### config.mk
export PLATFORM = sky130hd
export DESIGN_NAME = amm_rr_arbiter
export DESIGN_NICKNAME = d
export VERILOG_FILES = /design/src/rtl/amm_rr_arbiter.sv
export SDC_FILE = /design/constraint.sdc
export NUM_CORES = 1
export LEC_CHECK = 0
export BUFFER_PORTS_ARGS = -buffer_cell sky130_fd_sc_hd__buf_2
export CORE_AREA = 2 2 219 221
export DETAILED_ROUTE_END_ITERATION = 7
export DIE_AREA = 0 0 221 223
export PLACE_DENSITY = 0.45
export SYNTH_ARGS = -nofsm -noshare
export SYNTH_HDL_FRONTEND = slang
export SYNTH_SLANG_ARGS = --single-unit
### constraint.sdc
create_clock -name clk_i -period 2.64 [get_ports clk_i]
set_input_delay 0.132 -clock clk_i [delete_from_list [all_inputs] [get_ports clk_i]]
set_output_delay 0.132 -clock clk_i [all_outputs]
set_load 0.01 [all_outputs]
### src/rtl/amm_rr_arbiter.sv
`default_nettype none
// ============================================================================
// Module   : amm_rr_arbiter
// Purpose  : Round-robin sharing of one Avalon-MM slave among NUM_M masters,
//            with an in-order response FIFO routing pipelined read data back.
// Revision : 1.0 - initial release
// ============================================================================
module amm_rr_arbiter #(
    parameter int NUM_M    = 4,
    parameter int ADDR_W   = 8,
    parameter int DATA_W   = 64,
    parameter int BURST_W  = 2,
    parameter int MAX_PEND = 4
) (
    input  logic                      clk_i,
    input  logic                      rst_i,
    input  logic [NUM_M*ADDR_W-1:0]   m_address_i,
    input  logic [NUM_M-1:0]          m_read_i,
    input  logic [NUM_M-1:0]          m_write_i,
    input  logic [NUM_M*DATA_W-1:0]   m_writedata_i,
    input  logic [NUM_M*DATA_W/8-1:0] m_byteenable_i,
    input  logic [NUM_M*BURST_W-1:0]  m_burstcount_i,
    output logic [NUM_M-1:0]          m_waitrequest_o,
    output logic [DATA_W-1:0]         m_readdata_o,
    output logic [NUM_M-1:0]          m_readdatavalid_o,
    output logic [ADDR_W-1:0]         s_address_o,
    output logic                      s_read_o,
    output logic                      s_write_o,
    output logic [DATA_W-1:0]         s_writedata_o,
    output logic [DATA_W/8-1:0]       s_byteenable_o,
    output logic [BURST_W-1:0]        s_burstcount_o,
    input  logic                      s_waitrequest_i,
    input  logic [DATA_W-1:0]         s_readdata_i,
    input  logic                      s_readdatavalid_i
);

    localparam int c_be_w  = DATA_W / 8;
    localparam int c_id_w  = (NUM_M > 1) ? $clog2(NUM_M) : 1;
    localparam int c_ptr_w = (MAX_PEND > 1) ? $clog2(MAX_PEND) : 1;
    localparam int c_cnt_w = $clog2(MAX_PEND + 1);

    typedef enum logic [1:0] {
        ST_IDLE   = 2'd0,
        ST_CMD    = 2'd1,
        ST_WBURST = 2'd2
    } state_t;

    logic [ADDR_W-1:0]  w_addr  [NUM_M];
    logic [DATA_W-1:0]  w_wdata [NUM_M];
    logic [c_be_w-1:0]  w_be    [NUM_M];
    logic [BURST_W-1:0] w_bc    [NUM_M];

    for (genvar k = 0; k < NUM_M; k++) begin : g_unpack
        assign w_addr[k]  = m_address_i[k*ADDR_W +: ADDR_W];
        assign w_wdata[k] = m_writedata_i[k*DATA_W +: DATA_W];
        assign w_be[k]    = m_byteenable_i[k*c_be_w +: c_be_w];
        assign w_bc[k]    = m_burstcount_i[k*BURST_W +: BURST_W];
    end

    state_t             state_q, state_d;
    logic [c_id_w-1:0]  grant_q, grant_d;
    logic [c_id_w-1:0]  last_q, last_d;
    logic [BURST_W-1:0] beats_q, beats_d;
    logic [ADDR_W-1:0]  baddr_q, baddr_d;
    logic [BURST_W-1:0] bbc_q, bbc_d;

    logic [c_id_w-1:0]  fid_q [MAX_PEND];
    logic [BURST_W-1:0] fbc_q [MAX_PEND];
    logic [c_ptr_w-1:0] wptr_q, rptr_q;
    logic [c_cnt_w-1:0] cnt_q;
    logic [BURST_W-1:0] hrem_q;

    logic [NUM_M-1:0]   w_req;
    logic [c_id_w-1:0]  w_arb_id;
    logic               w_arb_hit;
    logic               w_full;
    logic               w_stall;
    logic               w_push;
    logic               w_pop;
    logic               w_rvalid;
    logic [BURST_W-1:0] w_head_bc;

    assign w_req  = m_read_i | m_write_i;
    assign w_full = (cnt_q == c_cnt_w'(MAX_PEND));

    // Search starts one past the previous winner so every requester is served in turn.
    always_comb begin
        logic [c_id_w-1:0] cand;
        w_arb_id  = last_q;
        w_arb_hit = 1'b0;
        for (int i = 1; i <= NUM_M; i++) begin
            cand = c_id_w'((int'(last_q) + i) % NUM_M);
            if (!w_arb_hit && w_req[cand]) begin
                w_arb_id  = cand;
                w_arb_hit = 1'b1;
            end
        end
    end

    always_comb begin
        state_d         = state_q;
        grant_d         = grant_q;
        last_d          = last_q;
        beats_d         = beats_q;
        baddr_d         = baddr_q;
        bbc_d           = bbc_q;
        m_waitrequest_o = '1;
        s_address_o     = '0;
        s_read_o        = 1'b0;
        s_write_o       = 1'b0;
        s_writedata_o   = '0;
        s_byteenable_o  = '0;
        s_burstcount_o  = '0;
        w_stall         = 1'b0;
        w_push          = 1'b0;
        case (state_q)
            ST_IDLE: begin
                if (w_arb_hit) begin
                    grant_d = w_arb_id;
                    last_d  = w_arb_id;
                    state_d = ST_CMD;
                end
            end
            ST_CMD: begin
                s_address_o    = w_addr[grant_q];
                s_writedata_o  = w_wdata[grant_q];
                s_byteenable_o = w_be[grant_q];
                s_burstcount_o = w_bc[grant_q];
                // Full check uses pre-pop occupancy: a read may wait one extra cycle.
                w_stall        = m_read_i[grant_q] && w_full;
                s_read_o       = m_read_i[grant_q] && !w_stall;
                s_write_o      = m_write_i[grant_q] && !m_read_i[grant_q];
                m_waitrequest_o[grant_q] = s_waitrequest_i | w_stall;
                if (s_read_o && !s_waitrequest_i) begin
                    w_push  = 1'b1;
                    state_d = ST_IDLE;
                end else if (s_write_o && !s_waitrequest_i) begin
                    if (w_bc[grant_q] == BURST_W'(1)) begin
                        state_d = ST_IDLE;
                    end else begin
                        beats_d = w_bc[grant_q] - BURST_W'(1);
                        baddr_d = w_addr[grant_q];
                        bbc_d   = w_bc[grant_q];
                        state_d = ST_WBURST;
                    end
                end
            end
            ST_WBURST: begin
                s_address_o    = baddr_q;
                s_burstcount_o = bbc_q;
                s_writedata_o  = w_wdata[grant_q];
                s_byteenable_o = w_be[grant_q];
                s_write_o      = m_write_i[grant_q];
                m_waitrequest_o[grant_q] = s_waitrequest_i;
                if (s_write_o && !s_waitrequest_i) begin
                    if (beats_q == BURST_W'(1)) begin
                        state_d = ST_IDLE;
                    end else begin
                        beats_d = beats_q - BURST_W'(1);
                    end
                end
            end
            default: state_d = ST_IDLE;
        endcase
    end

    // hrem_q==0 means the head entry has not yet returned any beat.
    always_comb begin
        w_head_bc         = (hrem_q == '0) ? fbc_q[rptr_q] : hrem_q;
        w_rvalid          = s_readdatavalid_i && (cnt_q != '0) && !rst_i;
        w_pop             = w_rvalid && (w_head_bc == BURST_W'(1));
        m_readdatavalid_o = '0;
        if (w_rvalid) begin
            m_readdatavalid_o[fid_q[rptr_q]] = 1'b1;
        end
    end

    assign m_readdata_o = s_readdata_i;

    always_ff @(posedge clk_i) begin
        if (rst_i) begin
            state_q <= ST_IDLE;
            grant_q <= '0;
            last_q  <= c_id_w'(NUM_M - 1);
            beats_q <= '0;
            baddr_q <= '0;
            bbc_q   <= '0;
            wptr_q  <= '0;
            rptr_q  <= '0;
            cnt_q   <= '0;
            hrem_q  <= '0;
        end else begin
            state_q <= state_d;
            grant_q <= grant_d;
            last_q  <= last_d;
            beats_q <= beats_d;
            baddr_q <= baddr_d;
            bbc_q   <= bbc_d;
            if (w_push) begin
                wptr_q <= wptr_q + c_ptr_w'(1);
            end
            if (w_rvalid) begin
                hrem_q <= w_pop ? '0 : (w_head_bc - BURST_W'(1));
            end
            if (w_pop) begin
                rptr_q <= rptr_q + c_ptr_w'(1);
            end
            cnt_q <= cnt_q + c_cnt_w'(w_push) - c_cnt_w'(w_pop);
        end
    end

    always_ff @(posedge clk_i) begin
        if (w_push) begin
            fid_q[wptr_q] <= grant_q;
            fbc_q[wptr_q] <= w_bc[grant_q];
        end
    end

    a_rdv_without_pending : assert property (@(posedge clk_i) disable iff (rst_i)
        !(s_readdatavalid_i && (cnt_q == '0)));

endmodule
`default_nettype wire

==> results_dict.tcl, run 1 <==
set metrics [dict create \
    status "finished, final reports clean" \
    drt_wl_total_um 32200 \
    grt-ovfl-total 0 \
    drive_gt1_share_pct 66.3 \
    cp_top_family "buffers and inverters" \
    dr.pass1.iters 5 \
    path_class "reg2out" \
    pin_count 560 \
    synth_most_common_cell "mux4_2" \
    drv_cap 0 \
    netlist_instances 483 \
    grt_max_degree 80 \
    crit_top_cell "buf_4" \
    required_ns 2.51 \
    seq_area_frac_synth_pct 20.0 \
    synth_edf_count 16 \
    root_buffer "clkbuf_16" \
    critPathBufInv 3 \
    critical-path-slowest-cell "buf_4" \
    fp-row-count 80 \
    clk_latency_ns 0.29 \
    fillers 5303 \
    async_flop_share_pct 0 \
    max_clock_freq_mhz 392 \
    fin_crit_sh_pct 96.7 \
    track_usage_pct 12.3 \
    netlist_area_mm2 0.00531 \
    rsz0062_at_grt "yes" \
    gp_congestion 0.825 \
    antenna_found_initial 17 \
    arrival_ns 2.42 \
    tightest_slew_ns 0.617 \
    core-area_mm2 0.0471 \
    wl_per_cell_um 22.0 \
    synth_cell_types 49 \
    final.setup_skew_ns 0.00502 \
    postCtsHoldBufs 0 \
    fin_util_pct 16.9 \
    clkTransAtPathRegs_ns 0.07 \
    yosys_warnings 0 \
    drv_slew 0 \
    path_max_fanout 38 \
    syn_nets 900 \
    drtAntennaViolNets 0 \
    hold_class "in2out" \
    ys_dominant_reg_cell "dfxtp_1" \
    seqCellArea_mm2 0.00107 \
    synth_top_area_share_pct 36.9 \
    htree_num_levels 2 \
    area_growth_pct 50.3 \
    slew_headroom_pct 58.9 \
    leakagePower_nw 3.50 \
    peakVddDrop_mv 0.304 \
    hold_violations 0 \
    grt_pass1_wl_um 43000 \
    place.port_buffers 431 \
    cts_buffers 5 \
    start_kind "register" \
    crit_chain "buf_4, buf_4, mux4_2, a22oi_1, nor2b_1, buf_2" \
    setup_viol 0 \
    synth_top_area_cell "mux4_2" \
    vias_per_cell 3.81 \
    synth-seq-cells 45 \
    clk_path_buf_depth 2 \
    instances_no_fill 1463 \
    p_per_area_mw_per_mm2 861 \
    die_w_um 221 \
    via_count 5580 \
    cts_sinks 45 \
    hpwlAfterDp_um 29200 \
    cts_tree "built" \
    end_kind "output port" \
    place_ws_ns 0.0408 \
    drcViolationCount 0 \
    finalWorstSetupSlack_ns 0.0875 \
    initial_core_util_pct 11.3 \
    drt_iter0_markers 219 \
    die_h_um 223 \
    cpPeakStageDelay_ns 0.48 \
    synth_common_cells "mux4_2, and2_1, buf_4" \
    multi_input_area_mm2 0.00355 \
    dp.cells 1446 \
    nNetsFinal 1256 \
    avgSynthCellArea_um2 11.0 \
    grt_pass1_vias 5797 \
    fin_crit_ns 2.55 \
    fp.dieArea_mm2 0.0493 \
    synth_top_cells_by_area "mux4_2, dfxtp_1, and2_1" \
]
cell families after synthesis:
group           synth area share [%]
mux                             40.2
compound gates                  5.59
simple gates                    16.7
fa+ha+maj                       3.21
flops                           20.0
buf+inv                         13.5
xor+xnor                       0.825
through the flow:
stage	instance area (um^2)	hold slack, ns	power, mW	setup TNS [ns]
after floorplan	5310	0.356	4.22	0
after global placement	7780	0.264	6.42	-0.0234
after detailed placement	7780	0.264	6.46	0
after CTS	7940	0.264	7.12	0
after global routing	7970	0.264	7.39	-0.00806
final	7980	0.264	6.87	0
final timing paths:
check,slack (ns),cells after the start,to,start
max,0.09,6,s_address_o[2],grant_q[1]$_SDFFE_PP0P_
min reg2reg,0.48,2,state_q[0]$_SDFFE_PP0P_,state_q[0]$_SDFFE_PP0P_
min,0.26,0,m_readdata_o[39],s_readdata_i[39]
max reg2reg,0.11,10,cnt_q[1]$_SDFF_PP0_,register
layout by cell type, fill, tap and decap left out, types with 2 or more instances in the layout:
| cell type | synthesis | layout |
|---|---|---|
| buf_12 | 0 | 3 |
| buf_2 | 10 | 431 |
| dfxtp_1 | 29 | 26 |
| a21oi_1 | 4 | 3 |
| mux2_2 | 2 | 2 |
| nor3_1 | 4 | 4 |
| edfxtp_1 | 16 | 16 |
| mux4_2 | 87 | 87 |
| nor2_1 | 30 | 30 |
| nand2_1 | 7 | 7 |
| o21bai_1 | 2 | 2 |
| ha_2 | 0 | 2 |
| mux2i_1 | 14 | 14 |
| ha_1 | 12 | 10 |
| a22oi_1 | 11 | 11 |
| and2_1 | 79 | 78 |
| nand2b_1 | 2 | 2 |
| a21o_1 | 2 | 2 |
| nor3b_1 | 2 | 2 |
| diode_2 | 0 | 8 |
| o21ai_0 | 6 | 6 |
| a211oi_1 | 3 | 3 |
| xnor2_1 | 4 | 4 |
| and3_1 | 2 | 2 |
| clkbuf_16 | 0 | 5 |
| nor4_1 | 6 | 6 |
| nand3_1 | 3 | 3 |
| inv_1 | 19 | 19 |
| dfxtp_4 | 0 | 2 |
| buf_6 | 1 | 2 |
| nor2b_1 | 15 | 15 |
| o31ai_1 | 2 | 2 |
| buf_4 | 65 | 14 |
layer usage:
layer / track usage, % / share of wire, % / wire length (um)
met5: 0 / 0.078 / 25
met4: 3.07 / 2.5 / 809
met3: 4.78 / 9.5 / 3070
met2: 22.4 / 52 / 16700
met1: 13.3 / 36 / 11600
where the power goes:
part           leakage (nW)  switching (mW)  internal (mW)
sequential            0.383          0.0828          0.866
clock                0.0705           0.286          0.356
combinational          3.04            2.85           2.43
total                  3.50            3.22           3.65
area by class of cell:
class	instances	share of cell area [%]
Clock inverter	3	0.314
Multi-Input combinational cell	318	44.5
Antenna cell	8	0.251
Tap cell	615	9.65
Sequential cell	45	13.4
Timing Repair Buffer	450	29.4
Clock buffer	5	1.57
Inverter	19	0.894
what timing repair did:
action                                  CTS  global route
hold endpoints to repair                  0             0
resized for setup                         1             4
endpoints found under the setup margin    1             2
buffers inserted                          0             1
pin swaps                                 0             3
state kept, by name, indices dropped and copies added (netlist names), 3 cells and up, named ones only:
| register | cells |
|---|---|
| fid_q | 8 |
| baddr_q | 8 |
| fbc_q | 8 |
| cnt_q | 3 |
No activity file was read; power rests on OpenSTA's default activity.
==> inputs of run 2 (changes only) <==
--- a/config.mk
+++ b/config.mk
@@ -5,7 +5,8 @@
 export SDC_FILE = /design/constraint.sdc
 export NUM_CORES = 1
 export LEC_CHECK = 0
-export BUFFER_PORTS_ARGS = -buffer_cell sky130_fd_sc_hd__buf_2
+export BUFFER_PORTS_ARGS = -buffer_cell sky130_fd_sc_hd__buf_4
+export CAP_MARGIN = 20
 export CORE_AREA = 2 2 219 221
 export DETAILED_ROUTE_END_ITERATION = 7
 export DIE_AREA = 0 0 221 223
==> run 2 against run 1 <==
Against the previous run:
- clock power rose by 2%
- critical path depth rose by 4
- global-route usage rose by 0.31 points
- combinational power rose by 6.8%
==> results_dict.tcl, run 2 (synthesis results as in run 1) <==
set metrics [dict create \
    dr.pass1.iters 4 \
    drcViolationCount 0 \
    min_to "m_readdata_o[39]" \
    cts_buffers 5 \
    nNetsFinal 1254 \
    p_per_area_mw_per_mm2 809 \
    seqCellArea_mm2 0.00107 \
    drive_gt1_share_pct 66.0 \
    track_usage_pct 12.6 \
    cp_top_family "adder cells" \
    end_kind "register" \
    grt_pass1_wl_um 44300 \
    drt_iter0_markers 274 \
    hold_class "in2out" \
    pin_count 560 \
    slew_headroom_pct 57.5 \
    critPathBufInv 2 \
    die_h_um 223 \
    grt_pass1_vias 5870 \
    r2r-end "cnt_q[1]$_SDFF_PP0_" \
    arrival_ns 2.70 \
    area_growth_pct 69.8 \
    peakVddDrop_mv 0.265 \
    min_delay_path_depth 0 \
    critical-path-slowest-cell "mux4_2" \
    drv_slew 0 \
    leakagePower_nw 3.80 \
    wl_per_cell_um 22.4 \
    dp.cells 1445 \
    tightest_slew_ns 0.637 \
    clkTransAtPathRegs_ns 0.07 \
    clk_latency_ns 0.29 \
    drt_wl_total_um 32600 \
    crit_top_cell "ha_1" \
    fillers 5190 \
    drv_cap 0 \
    reg2reg_depth 10 \
    path_max_fanout 3 \
    cpPeakStageDelay_ns 0.50 \
    core-area_mm2 0.0471 \
    fp-row-count 80 \
    grt_max_degree 81 \
    r2r_setup_slack_ns 0.11 \
    vias_per_cell 3.75 \
    reg_top3 "baddr_q (8), fbc_q (8), fid_q (8)" \
    instances_no_fill 1455 \
    required_ns 2.81 \
    root_buffer "clkbuf_16" \
    final.setup_skew_ns 0.0105 \
    crit_cells 10 \
    cts_sinks 45 \
    multi_input_area_mm2 0.00354 \
    via_count 5463 \
    fp.dieArea_mm2 0.0493 \
    layout_commonest_cell "buf_4" \
    path_class "reg2reg" \
    fin_crit_ns 2.53 \
    most-common-layout-cells "buf_4, mux4_2, and2_1" \
    cts_tree "built" \
    hp-start "s_readdata_i[39]" \
    hold_violations 0 \
    gp_congestion 0.814 \
    htree_num_levels 2 \
    rsz0062_at_grt "no" \
    setup-tns-final_ns 0 \
    place.port_buffers 431 \
    antenna_found_initial 5 \
    start_kind "register" \
    postCtsHoldBufs 0 \
    setup_viol 0 \
    fin_crit_sh_pct 96.0 \
    hpwlAfterDp_um 29300 \
    initial_core_util_pct 11.3 \
    crit_chain "buf_4, mux4_2, a21oi_1, ha_1, and2_4, ha_1, inv_1, ha_1, fa_1, nor2b_1" \
    grt-ovfl-total 0 \
    die_w_um 221 \
    status "finished, final reports clean" \
    max_clock_freq_mhz 395 \
    clk_path_buf_depth 2 \
    drtAntennaViolNets 0 \
]
run 2: changes by cell type in the layout (fill, tap and decap cells not counted), sizes merged:
cell   previous run  this run
diode             8         2
buf             450       448
run 2: area by class of cell:
| type | instances | share of cell area (%) |
|---|---|---|
| clock buffer | 5 | 1.39 |
| clock inverter | 3 | 0.278 |
| antenna | 2 | 0.0555 |
| multi-input combinational | 318 | 39.3 |
| tap | 615 | 8.54 |
| timing repair buffer | 448 | 37.7 |
| inverter | 19 | 0.792 |
| sequential | 45 | 11.9 |
run 2: timing repair:
action                                  in CTS  in global routing
buffers inserted                             0                  0
gates resized for setup                      0                  1
endpoints found under the setup margin       0                  2
run 2: per-layer routing:
metal / part of all wire [%] / global-route usage [%] / up-vias / wire length (um)
met4: 0.45 / 1.30 / 0 / 147
met3: 9.6 / 4.99 / 11 / 3150
met5: 0 / 0 / - / 0
met2: 54 / 23.5 / 329 / 17600
li1: - / - / 2452 / -
met1: 36 / 13.8 / 2671 / 11800
run 2: worst max path at each step:
stage                        start                  end  slack [ns]
after floorplan           register  cnt_q[2]$_SDFF_PP0_        0.05
after global placement    register  cnt_q[2]$_SDFF_PP0_        0.03
after detailed placement  register  cnt_q[1]$_SDFF_PP0_        0.05
after CTS                 register  cnt_q[1]$_SDFF_PP0_        0.04
after global routing      register  cnt_q[1]$_SDFF_PP0_      0.0002
final                     register  cnt_q[1]$_SDFF_PP0_        0.11
run 2: through the flow:
stage	util [%]	hold WS (ns)	setup slack [ns]	power, mW	instance area (um^2)
6_report	19.1	0.264	0.105	7.29	9010
2_1_floorplan	-	0.356	0.0539	4.22	5310
3_3_place_gp	18.8	0.264	0.0281	6.87	8850
3_5_place_dp	18.8	0.264	0.0498	6.89	8850
4_1_cts	19.1	0.264	0.0430	7.56	9000
5_1_grt	19.1	0.264	0.000246	7.85	9010
run 2: report_power, final:
group	switching, mW	internal, mW
logic	2.80	2.84
clock network	0.298	0.356
registers	0.134	0.867
total	3.23	4.06
==> inputs of run 3 (changes only) <==
==> constraint.sdc (replaced) <==
create_clock -name clk_i -period 2.64 [get_ports clk_i]
set_input_delay 0.264 -clock clk_i [delete_from_list [all_inputs] [get_ports clk_i]]
set_output_delay 0.264 -clock clk_i [all_outputs]
set_load 0.01 [all_outputs]
==> run 3 against run 2 <==
Against the previous run:
- via count grew 1.4%
- die area is the same
- worst hold slack gained 0.20 ns
- non-clock buffer count grew 7
- utilization grew 0.28 points
- clock skew shrank 0.0049 ns
- clock power shrank 3%
- power grew 3.6%
- critical path type unchanged
- largest cell class unchanged
==> results_dict.tcl, run 3 (synthesis results as in run 1) <==
set metrics [dict create \
    status "finished, final reports clean" \
    fp-row-count 80 \
    max_clock_freq_mhz 391 \
    r2r_start "fbc_q[3][0]$_DFFE_PP_" \
    dr.pass1.iters 8 \
    cts_tree "built" \
    die_w_um 221 \
    final.setup_skew_ns 0.00560 \
    root_buffer "clkbuf_16" \
    reg2reg_depth 10 \
    track_usage_pct 12.6 \
    min_delay_path_depth 5 \
    dpl_cell_area_mm2 0.00895 \
    path_class "reg2reg" \
    drv_cap 0 \
    r2r-end "cnt_q[2]$_SDFF_PP0_" \
    htree_num_levels 2 \
    slew_headroom_pct 61.0 \
    setup-tns-final_ns 0 \
    rsz0062_at_grt "no" \
    start_kind "register" \
    arrival_ns 2.72 \
    min_to "grant_q[1]$_SDFFE_PP0P_" \
    reg_top3 "baddr_q (8), fbc_q (8), fid_q (8)" \
    hold_violations 0 \
    fin_crit_sh_pct 96.8 \
    grt_max_degree 62 \
    final_area_mm2 0.00914 \
    setup_viol 0 \
    wl_per_cell_um 22.5 \
    hp-start "m_write_i[3]" \
    clkTransAtPathRegs_ns 0.07 \
    hold_class "in2reg" \
    most-common-layout-cells "buf_4, mux4_2, and2_1" \
    via_count 5542 \
    grt_pass1_wl_um 44000 \
    tightest_slew_ns 0.586 \
    core-area_mm2 0.0471 \
    clk_latency_ns 0.29 \
    cts_setup_buffers 0 \
    required_ns 2.81 \
    drcViolationCount 0 \
    drtAntennaViolNets 0 \
    layout_commonest_cell "buf_4" \
    fp.dieArea_mm2 0.0493 \
    end_kind "register" \
    grt_pass1_vias 5827 \
    hpwlAfterDp_um 29600 \
    peakVddDrop_mv 0.301 \
    area_growth_pct 72.3 \
    place.port_buffers 431 \
    cts_buffers 5 \
    cts_sinks 45 \
    r2r_setup_slack_ns 0.09 \
    grt-ovfl-total 0 \
    drv_slew 0 \
    die_h_um 223 \
    vias_per_cell 3.79 \
    clk_path_buf_depth 2 \
    gp_congestion 0.827 \
    pin_count 560 \
    antenna_found_initial 6 \
    p_per_area_mw_per_mm2 827 \
    leakagePower_nw 3.86 \
    drt_wl_total_um 33000 \
    drive_gt1_share_pct 66.4 \
    nNetsFinal 1261 \
    drt_iter0_markers 273 \
    initial_core_util_pct 11.3 \
    path_max_fanout 2 \
    fin_crit_ns 2.55 \
]
[run 3: cell count changes in the layout (fill, tap and decap cells not counted)]
cell,delta
buf_16,+1
diode_2,+1
clkinv_2,+1
buf_12,+3
clkbuf_16,+1
buf_4,+2
clkinv_4,-1
a21oi_1,-1
a21oi_2,+1
[run 3: worst max-delay path by stage]
stage               slack (ns)  cells after the start             startpoint             endpoint
finish                    0.09                     10  fbc_q[3][0]$_DFFE_PP_  cnt_q[2]$_SDFF_PP0_
global route             0.009                     10               register  cnt_q[1]$_SDFF_PP0_
CTS                       0.03                     10  fbc_q[3][0]$_DFFE_PP_  cnt_q[2]$_SDFF_PP0_
detailed placement        0.04                     10  fbc_q[3][0]$_DFFE_PP_  cnt_q[2]$_SDFF_PP0_
global placement          0.05                     10               register  cnt_q[2]$_SDFF_PP0_
floorplan                 0.05                     10               register  cnt_q[2]$_SDFF_PP0_
[run 3: stage by stage]
| stage | hold WS, ns | cells | total power, mW | utilization [%] | setup WS [ns] |
|---|---|---|---|---|---|
| 2_1_floorplan | 0.452 | 483 | 4.22 | - | 0.0539 |
| 3_3_place_gp | 0.474 | 1451 | 7.10 | 19.0 | 0.0509 |
| 3_5_place_dp | 0.483 | 1451 | 7.12 | 19.0 | 0.0434 |
| 4_1_cts | 0.469 | 1459 | 7.78 | 19.3 | 0.0344 |
| 5_1_grt | 0.473 | 1462 | 8.13 | 19.4 | 0.00882 |
| 6_report | 0.469 | 1463 | 7.55 | 19.4 | 0.0855 |
[run 3: repair_timing]
item	4_1_cts	5_1_grt
hold buffers	0	0
endpoints found under the setup margin	0	3
gates resized for setup	0	3
[run 3: power breakdown]
group / switching (mW) / leakage (nW) / internal (mW)
registers: 0.0934 / 0.383 / 0.867
logic: 2.92 / 3.41 / 3.04
clock network: 0.283 / 0.0702 / 0.353
[run 3: final cells by class]
cell class	instances	area, um^2
fill	5181	38000
multi-input combinational	318	3550
timing repair buffer	455	3530
sequential	45	1070
tap	615	769
clock buffer	5	125
inverter	19	71.3
clock inverter	3	21.3
antenna	3	7.51
[run 3: routing by layer]
| layer | part of all wire (%) | GRT usage [%] | vias to the layer above | wire length, um |
|---|---|---|---|---|
| met4 | 1.2 | 1.62 | 0 | 388 |
| li1 | - | - | 2467 | - |
| met5 | 0 | 0 | - | 0 |
| met2 | 54 | 23.6 | 325 | 17800 |
| met3 | 8.9 | 4.65 | 16 | 2940 |
| met1 | 36 | 13.8 | 2734 | 11900 |
[run 3: critical path, stage by stage, from the launching register on]
cell	delay, ns
edfxtp_1	0.36
mux4_2	0.47
a21o_1	0.20
ha_1	0.19
and2_4	0.14
ha_1	0.26
inv_1	0.04
ha_1	0.18
fa_1	0.38
xnor2_1	0.16
nor2_1	0.05
